==> config.mk <==
export PLATFORM = sky130hd
export DESIGN_NAME = enq_source_flat
export DESIGN_NICKNAME = d
export VERILOG_FILES = /design/src/rtl/enq_source_if.sv /design/src/rtl/enq_source.sv /design/src/flat_wrapper.sv
export SDC_FILE = /design/constraint.sdc
export NUM_CORES = 1
export LEC_CHECK = 0
export CORE_AREA = 2 2 45 78
export CTS_CLUSTER_DIAMETER = 60
export CTS_CLUSTER_SIZE = 40
export DETAILED_ROUTE_END_ITERATION = 10
export DIE_AREA = 0 0 47 80
export MAX_ROUTING_LAYER = met4
export PLACE_DENSITY = 0.69
export SLEW_MARGIN = 20
export SYNTH_ARGS = -nofsm -noshare
export SYNTH_HDL_FRONTEND = slang
export SYNTH_SLANG_ARGS = --single-unit
==> constraint.sdc <==
create_clock -name clk -period 1.9 [get_ports clk]
set_input_delay 0.19 -clock clk [delete_from_list [all_inputs] [get_ports clk]]
set_output_delay 0.19 -clock clk [all_outputs]
set_load 0.01 [all_outputs]
==> src/rtl/enq_source_if.sv <==
// enq_source_if: handshake bundle between a word source and its sink.
//   enq        source -> sink  word valid this cycle
//   dout       source -> sink  word presented to the sink
//   enq_ready  sink -> source  sink accepts the word this cycle
// A word moves when enq and enq_ready are both high at a rising clock edge.
interface enq_source_if #(
  parameter int DATA_WIDTH = 4
);
  logic                  enq;
  logic                  enq_ready;
  logic [DATA_WIDTH-1:0] dout;

  modport master (output enq, output dout, input enq_ready);
  modport slave  (input enq, input dout, output enq_ready);
endinterface

==> src/rtl/enq_source.sv <==
// enq_source: generates a burst of incrementing words on an enq/enq_ready
// handshake, with an optional fixed number of idle cycles after each word.
// Ports:
//   clk          single clock, rising edge
//   rst          asynchronous, active-low reset
//   start        request a burst (sampled in IDLE only)
//   base/len/gap first word, word count, idle cycles between words
//   abort        end the current burst without a done pulse
//   bus          master side of enq_source_if (enq, dout, enq_ready)
//   busy         high while a burst is in progress (RUN or GAP)
//   done         one-cycle pulse after the last word of a normal burst
//   sent         words transferred in the current or most recent burst
module enq_source #(
  parameter int DATA_WIDTH  = 4,
  parameter int COUNT_WIDTH = 4
) (
  input  logic                   clk,
  input  logic                   rst,
  input  logic                   start,
  input  logic [DATA_WIDTH-1:0]  base,
  input  logic [COUNT_WIDTH-1:0] len,
  input  logic [COUNT_WIDTH-1:0] gap,
  input  logic                   abort,
  enq_source_if.master           bus,
  output logic                   busy,
  output logic                   done,
  output logic [COUNT_WIDTH-1:0] sent
);

  typedef enum logic [1:0] {IDLE, RUN, GAP} state_t;

  state_t                 state_q,   state_d;
  logic [DATA_WIDTH-1:0]  dout_q,    dout_d;
  logic [COUNT_WIDTH-1:0] rem_q,     rem_d;
  logic [COUNT_WIDTH-1:0] gap_q,     gap_d;
  logic [COUNT_WIDTH-1:0] gap_cnt_q, gap_cnt_d;
  logic [COUNT_WIDTH-1:0] sent_q,    sent_d;
  logic                   done_q,    done_d;

  // sent holds at all-ones rather than wrapping
  function automatic logic [COUNT_WIDTH-1:0] sat_inc(input logic [COUNT_WIDTH-1:0] v);
    return (&v) ? v : v + 1'b1;
  endfunction

  always_ff @(posedge clk or negedge rst) begin
    if (!rst) begin
      state_q   <= IDLE;
      dout_q    <= '0;
      rem_q     <= '0;
      gap_q     <= '0;
      gap_cnt_q <= '0;
      sent_q    <= '0;
      done_q    <= 1'b0;
    end else begin
      state_q   <= state_d;
      dout_q    <= dout_d;
      rem_q     <= rem_d;
      gap_q     <= gap_d;
      gap_cnt_q <= gap_cnt_d;
      sent_q    <= sent_d;
      done_q    <= done_d;
    end
  end

  always_comb begin
    state_d   = state_q;
    dout_d    = dout_q;
    rem_d     = rem_q;
    gap_d     = gap_q;
    gap_cnt_d = gap_cnt_q;
    sent_d    = sent_q;
    done_d    = 1'b0;

    unique case (state_q)
      IDLE: begin
        // abort outranks start: a coincident start is not accepted
        if (start && !abort) begin
          sent_d = '0;
          if (len != '0) begin
            dout_d  = base;
            rem_d   = len;
            gap_d   = gap;
            state_d = RUN;
          end else begin
            done_d = 1'b1;
          end
        end
      end

      RUN: begin
        if (bus.enq_ready) begin
          // the transfer counts even when abort arrives in the same cycle
          sent_d = sat_inc(sent_q);
          dout_d = dout_q + 1'b1;
          rem_d  = rem_q - 1'b1;
          if (abort) begin
            state_d = IDLE;
          end else if (rem_q == COUNT_WIDTH'(1)) begin
            state_d = IDLE;
            done_d  = 1'b1;
          end else if (gap_q != '0) begin
            gap_cnt_d = gap_q;
            state_d   = GAP;
          end
        end else if (abort) begin
          state_d = IDLE;
        end
      end

      GAP: begin
        if (abort) begin
          state_d = IDLE;
        end else begin
          gap_cnt_d = gap_cnt_q - 1'b1;
          if (gap_cnt_q == COUNT_WIDTH'(1)) state_d = RUN;
        end
      end

      default: state_d = IDLE;
    endcase
  end

  assign bus.enq  = (state_q == RUN);
  assign bus.dout = dout_q;
  assign busy     = (state_q != IDLE);
  assign done     = done_q;
  assign sent     = sent_q;

endmodule

==> src/flat_wrapper.sv <==
// flat-port wrapper written by rule: the top's interface ports become plain ports
module enq_source_flat 
#(
  parameter int DATA_WIDTH  = 4,
  parameter int COUNT_WIDTH = 4
)
  (clk, rst, start, base, len, gap, abort, busy, done, sent, bus_enq, bus_dout, bus_enq_ready);
  enq_source_if #(.DATA_WIDTH(DATA_WIDTH)) bus_i ();
  input  logic clk;
  input  logic rst;
  input  logic start;
  input  logic [DATA_WIDTH-1:0] base;
  input  logic [COUNT_WIDTH-1:0] len;
  input  logic [COUNT_WIDTH-1:0] gap;
  input  logic abort;
  output logic busy;
  output logic done;
  output logic [COUNT_WIDTH-1:0] sent;
  output wire logic [$bits(bus_i.enq)-1:0] bus_enq;
  output wire logic [$bits(bus_i.dout)-1:0] bus_dout;
  input wire logic [$bits(bus_i.enq_ready)-1:0] bus_enq_ready;
  assign bus_enq = bus_i.enq;
  assign bus_dout = bus_i.dout;
  assign bus_i.enq_ready = bus_enq_ready;
  enq_source #(.DATA_WIDTH(DATA_WIDTH), .COUNT_WIDTH(COUNT_WIDTH)) u_core (.clk(clk), .rst(rst), .start(start), .base(base), .len(len), .gap(gap), .abort(abort), .bus(bus_i), .busy(busy), .done(done), .sent(sent));
endmodule
Word level (Yosys, flattened, before mapping)
Index checks and enable logic that the tools add are counted.
{"block": "totals", "latch_bits": 0, "ram_bits": 0, "register_bits": 23, "n_memories": 0, "elab_cells": 74, "romBits": 0, "out_inout_bits": 11, "inputBits": 17}
{"block": "op_classes", "n_lt_le_gt_ge": 0, "add_sub_neg": 4, "bitwise": 0, "eq_ne": 15, "mux": 34, "shift": 0, "div_mod_pow": 0, "reduce_logical": 14, "multipliers": 0}
{"op": "4-bit two-way mux", "n": 14}
{"op": "4-bit one-hot mux with 2 select lines", "n": 4}
{"op": "2-bit two-way mux", "n": 9}
{"op": "4-bit AND reduction", "n": 3}
{"op": "4-bit by 1-bit adder with 4-bit output, second input constant", "n": 2}
{"op": "4-bit by 1-bit equality test with 1-bit output, second input constant", "n": 2}
{"op": "2-bit by 1-bit != test with 1-bit output, second input constant", "n": 4}
{"op": "2-bit != test, second input constant", "n": 4}
{"op": "4-bit nonzero test", "n": 2}
{"op": "4-bit by 1-bit subtractor with 4-bit output, second input constant", "n": 2}
{"op": "3-bit by 2-bit != test with 1-bit output, second input constant", "n": 2}
{"op": "2-bit one-hot mux with 3 select lines", "n": 1}
{"op": "6-bit AND reduction", "n": 1}
{"op": "2-bit nonzero test", "n": 3}
{"op": "1-bit two-way mux", "n": 5}
{"op": "5-bit AND reduction", "n": 1}
{"op": "4-bit by 2-bit != test with 1-bit output, second input constant", "n": 1}
{"op": "3-bit AND reduction", "n": 1}
{"op": "2-bit by 1-bit equality test with 1-bit output, second input constant", "n": 1}
{"op": "2-bit equality test, second input constant", "n": 1}
{"op": "2-bit logical NOT", "n": 1}
{"op": "1-bit one-hot mux with 2 select lines", "n": 1}
{"op": "1-bit logical AND", "n": 1}
{"op": "1-bit logical NOT", "n": 1}

Longest topological paths before layout
{"block": "logic_depth", "ltp_word": 6, "mapped_depth": 6, "ltp_nobuf": 6}

Worst setup path before layout
No wires, ideal clock.
{"block": "synth_path", "path_type": "reg2reg", "start": "register u_core.state_q[0]", "end": "register u_core.gap_q[0]", "required_ps": 1772, "path_stages_with_launch": 5, "path_buffers": 1, "t_arrival_ps": 1482, "setup_slack_ps": 290, "synth_period_minus_slack_ps": 1610, "setup_time_ps": 128, "cell_sequence": "dfrtp_1 -> buf_6 -> or4b_4 -> nor2_4 -> mux2_1"}
{"block": "synth_between", "elab_chain_len": 2}
{"element": "start: declaration", "line": "enq_source.sv:32", "text": "state_t state_q, state_d;"}
{"element": "start signal: assignment", "line": "enq_source.sv:55", "text": "state_q <= state_d;"}
{"element": "2-bit logical NOT", "line": "enq_source.sv:74", "text": "unique case (state_q)"}
{"element": "3-bit AND reduction (no source line)"}
{"element": "end signal: assignment", "line": "enq_source.sv:58", "text": "gap_q <= gap_d;"}
{"element": "end: declaration", "line": "enq_source.sv:35", "text": "logic [COUNT_WIDTH-1:0] gap_q, gap_d;"}
Every way passes these cells.
A chain may end at the register's enable or synchronous reset.

Final worst setup path
{"block": "layout_path", "start": "register u_core.state_q[1]", "end": "output busy"}
{"block": "layout_between", "elab_chain_len": 1}
{"element": "2-bit nonzero test", "line": "enq_source.sv:125", "text": "assign busy = (state_q != IDLE);"}
{"element": "end: declaration", "line": "flat_wrapper.sv:16", "text": "output logic busy;"}
Every way passes these cells.

==> results <==
- The final instance area is 0.00182 mm².
- In the final layout, the multi-input gates occupy 742 µm².
- After detailed routing, the number of vias per cell comes to 5.53.
- The number of I/O port buffers is 27.
- The endpoint arrival time on the critical path is 1.64 ns.
- For this block, the initial DRC count from the detailed router was 9.
- The count of pins over their slew limit is 0.
- The total chip power is 1.73 mW.
- The type of element capturing the critical path is an output pin.
- The number of nets in the final layout is 203.
- The clock tree buffer depth is 2.
- The number of remaining DRC errors is 0.
- VDD sags by at most 632 µV.
- The clock sink count is 23.
- The routed length per instance is 15.0 µm.
- Clock tree synthesis selected as its root buffer the cell clkbuf_8.
- The clock arrives with between 0.004 and 0.005 ns of skew.
- The critical path start-end classification is reg2out.
- The number of antenna diodes is 0.
- The total congestion overflow after global routing is 0.
- Setup repair after global routing left no endpoint under its margin.
- The effective utilization at floorplan is between 40% and 50%.
- The global-route wire length before repair is 5730 µm.
- The static leakage is 0.745 nW.
- After layout, the worst path uses 96.5% of the clock period.
- The floorplan step defined a die boundary enclosing roughly 0.0038 mm².
- The worst path needs roughly 1.8 ns of the cycle, external delays included.
- The total area inside the core boundary comes to 0.00311 mm².
- The initial antenna violation count is 0.
- The clock insertion delay at the later pin of the skew report is about 0.27 ns.
- The area added between synthesis and finish is 33.5%.
- The row count is 27.
- The number of fill cells is 302.
- In the layout the commonest cells are clkdlybuf4s50_1, dfrtp_1, buf_4.
- The power per cell area is between 900 and 1000 mW/mm².
- Summing every instance area after synthesis gives around 0.0014 mm².
- Net switching is 34.8% of the power.
- The number of hold violations in the final report came to 0.
- The type of element launching the critical path is a flop.
- When the netlist entered floorplanning its net count stood at approximately 160.
- Routability-driven placement finished with a final weighted congestion of 0.851.
- The sum of negative setup slack is 0 ns.
- In this run the number of H-tree levels came out at 1.
- The combinational group share of total power is 38.0%.
- For this run, the number of Yosys warnings is 0.
- The number of top-level pins is 28.
- Summed over all layers, the routed wires come to 3320 µm.
- The max-slew headroom at the worst pin is 73.8%.
- The share of synthesized area occupied by flip-flops and latches is 42.2%.
- The portion of total power attributed to sequential cells is 44.3%.
- The post-route netlist has 17.9% of its cells at a drive strength greater than 1.
- Synthesis produced 138 cells.
- The leading cell type in the layout, fill and taps excluded is clkdlybuf4s50_1.
- The master of the slowest instance on the critical path is clkdlybuf4s50_1.
- The area fraction of the dominant cell type after synthesis is 42.2%.
- The highest clock rate is 0.545 GHz.
- The tool flagged a number of max-cap violations equal to 0.
- The die is 47 µm wide.
- The iteration count of the initial detailed-routing pass is 4.
- The die is 80 µm tall.
- The detailed-route via count is 1227.
- The CTS clock-pin slew for the worst setup and hold paths is 0.08 ns.
- The largest area contributor in the netlist is dfrtp_1.
- Yosys attributes the largest share of cell area to dfrtp_1, ha_1, a21oi_1.
- The total track usage is 21.5%.
- The share of total power dissipated in the clock network is 17.8%.
- Detailed placement ended at an HPWL of 2610 µm.
- After synthesis the netlist holds a flip-flop and latch count of 23.
- Walking the worst path, the cells encountered are buf_4 > or2_2 > clkdlybuf4s50_1.
- STA puts the critical path data required time at 1.71 ns.
- The number of CTS-inserted buffers is 3.
- Dividing the synthesized area by the synthesized cell count gives about 9.9 µm².
- The slew at the pin closest to its max-slew limit is 0.392 ns.
- The flow ran to the end, and the final reports show no timing, DRC or antenna violations.
- Setup violations remaining at the end of the flow were counted as 0.
- The kind of path behind the tightest hold check is in2async.
- Once detail routing completed, the nets flagged for antenna violations numbered 0.
- The internal power contribution is 1.13 mW.
- The standard cell area after detailed placement is 0.00176 mm².
- The clock tree from TritonCTS is yes.
- The largest fanout on the critical path is 7.
- Across the whole layout, storage elements account for 578 µm².
- After synthesis, the netlist uses 48 different library cells.
- For this design the total switching power over the nets is approximately 0.60 mW.
- The largest net degree at the start of global routing is 24.
- The largest stage delay on the critical path is approximately 0.48 ns.
- The number of global-route vias before repair came to 1276.
synthesized netlist by cell type (all sizes together):
master and instances:
nand3b 1, inv 7, nand2b 2, nand3 5, and2b 1, o21a 1, and2 1, nor2b 1
dfrtp 23, a22oi 1, or3b 1, or3 3, mux2 4, a32oi 1, a211oi 1, o41ai 1
nand2 9, nor3b 3, nor3 4, o31ai 1, nor4 1, and3b 1, o22a 2, or2 1
clkbuf 1, a21oi 12, nor2 10, buf 3, o211ai 2, a2bb2oi 2, o21ai 14, or2b 1
ha 6, mux2i 2, or4 2, a31oi 1, o32ai 2, o22ai 2, nor4b 1, or4b 1
routing by layer:
metal / global-route usage [%] / up-vias / part of all wire, %
met4: 10.0 / 0 / 3.0
met5: - / - / 0
met2: 36.3 / 35 / 56
li1: - / 587 / -
met3: 2.26 / 9 / 3.2
met1: 24.1 / 596 / 38
what timing repair did:
action / 4_1_cts / 5_1_grt
resized for setup: 1 / 2
hold buffers: 0 / 0
gates cloned: 0 / 0
setup endpoints to repair: 1 / 3
buffers inserted: 0 / 1
hold endpoints to repair: 0 / 0
logic make-up (layout without fill, tap and decap cells):
family,count (synthesis),count (layout),share of synthesized area [%]
and+or+nand+nor,49,49,22.5
AOI/OAI and AO/OA,43,43,21.3
DFF,23,23,42.2
buffers and inverters,11,52,3.76
adders and majority gates,6,6,5.50
muxes,6,6,4.77
flip-flops by register name, indices dropped and copies added (netlist names):
| register | count |
|---|---|
| u_core.bus.dout | 4 |
| u_core.rem_q | 4 |
| u_core.state_q | 2 |
| u_core.sent | 4 |
| u_core.gap_cnt_q | 4 |
| u_core.done | 1 |
| u_core.gap_q | 4 |
metrics by stage:
stage,utilization [%],std cells,hold slack (ns),setup slack [ns]
3_5_place_dp,56.6,217,0.513,0.0117
4_1_cts,58.1,221,0.291,0.0303
3_3_place_gp,56.6,217,0.497,0.0513
5_1_grt,58.6,222,0.296,0.00905
2_1_floorplan,-,138,-0.106,0.290
6_report,58.6,222,0.277,0.0665
path summary, 6_finish.rpt:
kind / endpoint / from / slack, ns / depth (start not counted)
min in group clk: u_core.bus.dout[1]$_DFFE_PN0P_ / base[1] / 0.51 / 3
hold reg to reg: u_core.bus.dout[3]$_DFFE_PN0P_ / u_core.bus.dout[3]$_DFFE_PN0P_ / 0.53 / 2
max in group asynchronous: u_core.state_q[1]$_DFFE_PN0P_ / rst / 1.36 / 2
setup / recovery: busy / u_core.state_q[1]$_DFFE_PN0P_ / 0.07 / 3
setup reg to reg: u_core.gap_cnt_q[1]$_DFFE_PN0P_ / u_core.rem_q[1]$_DFFE_PN0P_ / 0.18 / 6
hold / removal: u_core.bus.dout[1]$_DFFE_PN0P_ / rst / 0.28 / 2
final cells by class:
class,count,area share [%]
multi-input combinational,104,40.8
sequential,23,31.8
timing repair buffer,41,20.6
tap,43,2.96
clock buffer,4,2.47
inverter,7,1.44
worst max-delay path: cells and delay by family (launching register included):
kind | cells | cell delay, ns
and+or+nand+nor | 1 | 0.29
buffers and inverters | 2 | 0.64
DFF | 1 | 0.45
power by group through the flow:
| stage | Sequential, mW | Clock [mW] | Combinational (mW) |
|---|---|---|---|
| after detailed placement | 0.773 | 0 | 0.654 |
| after global placement | 0.767 | 0 | 0.628 |
| final | 0.765 | 0.307 | 0.656 |
| after floorplan | 0.755 | 0 | 0.372 |
| after CTS | 0.764 | 0.316 | 0.656 |
| after global routing | 0.782 | 0.344 | 0.745 |
Power figures use the tool's default switching activity.
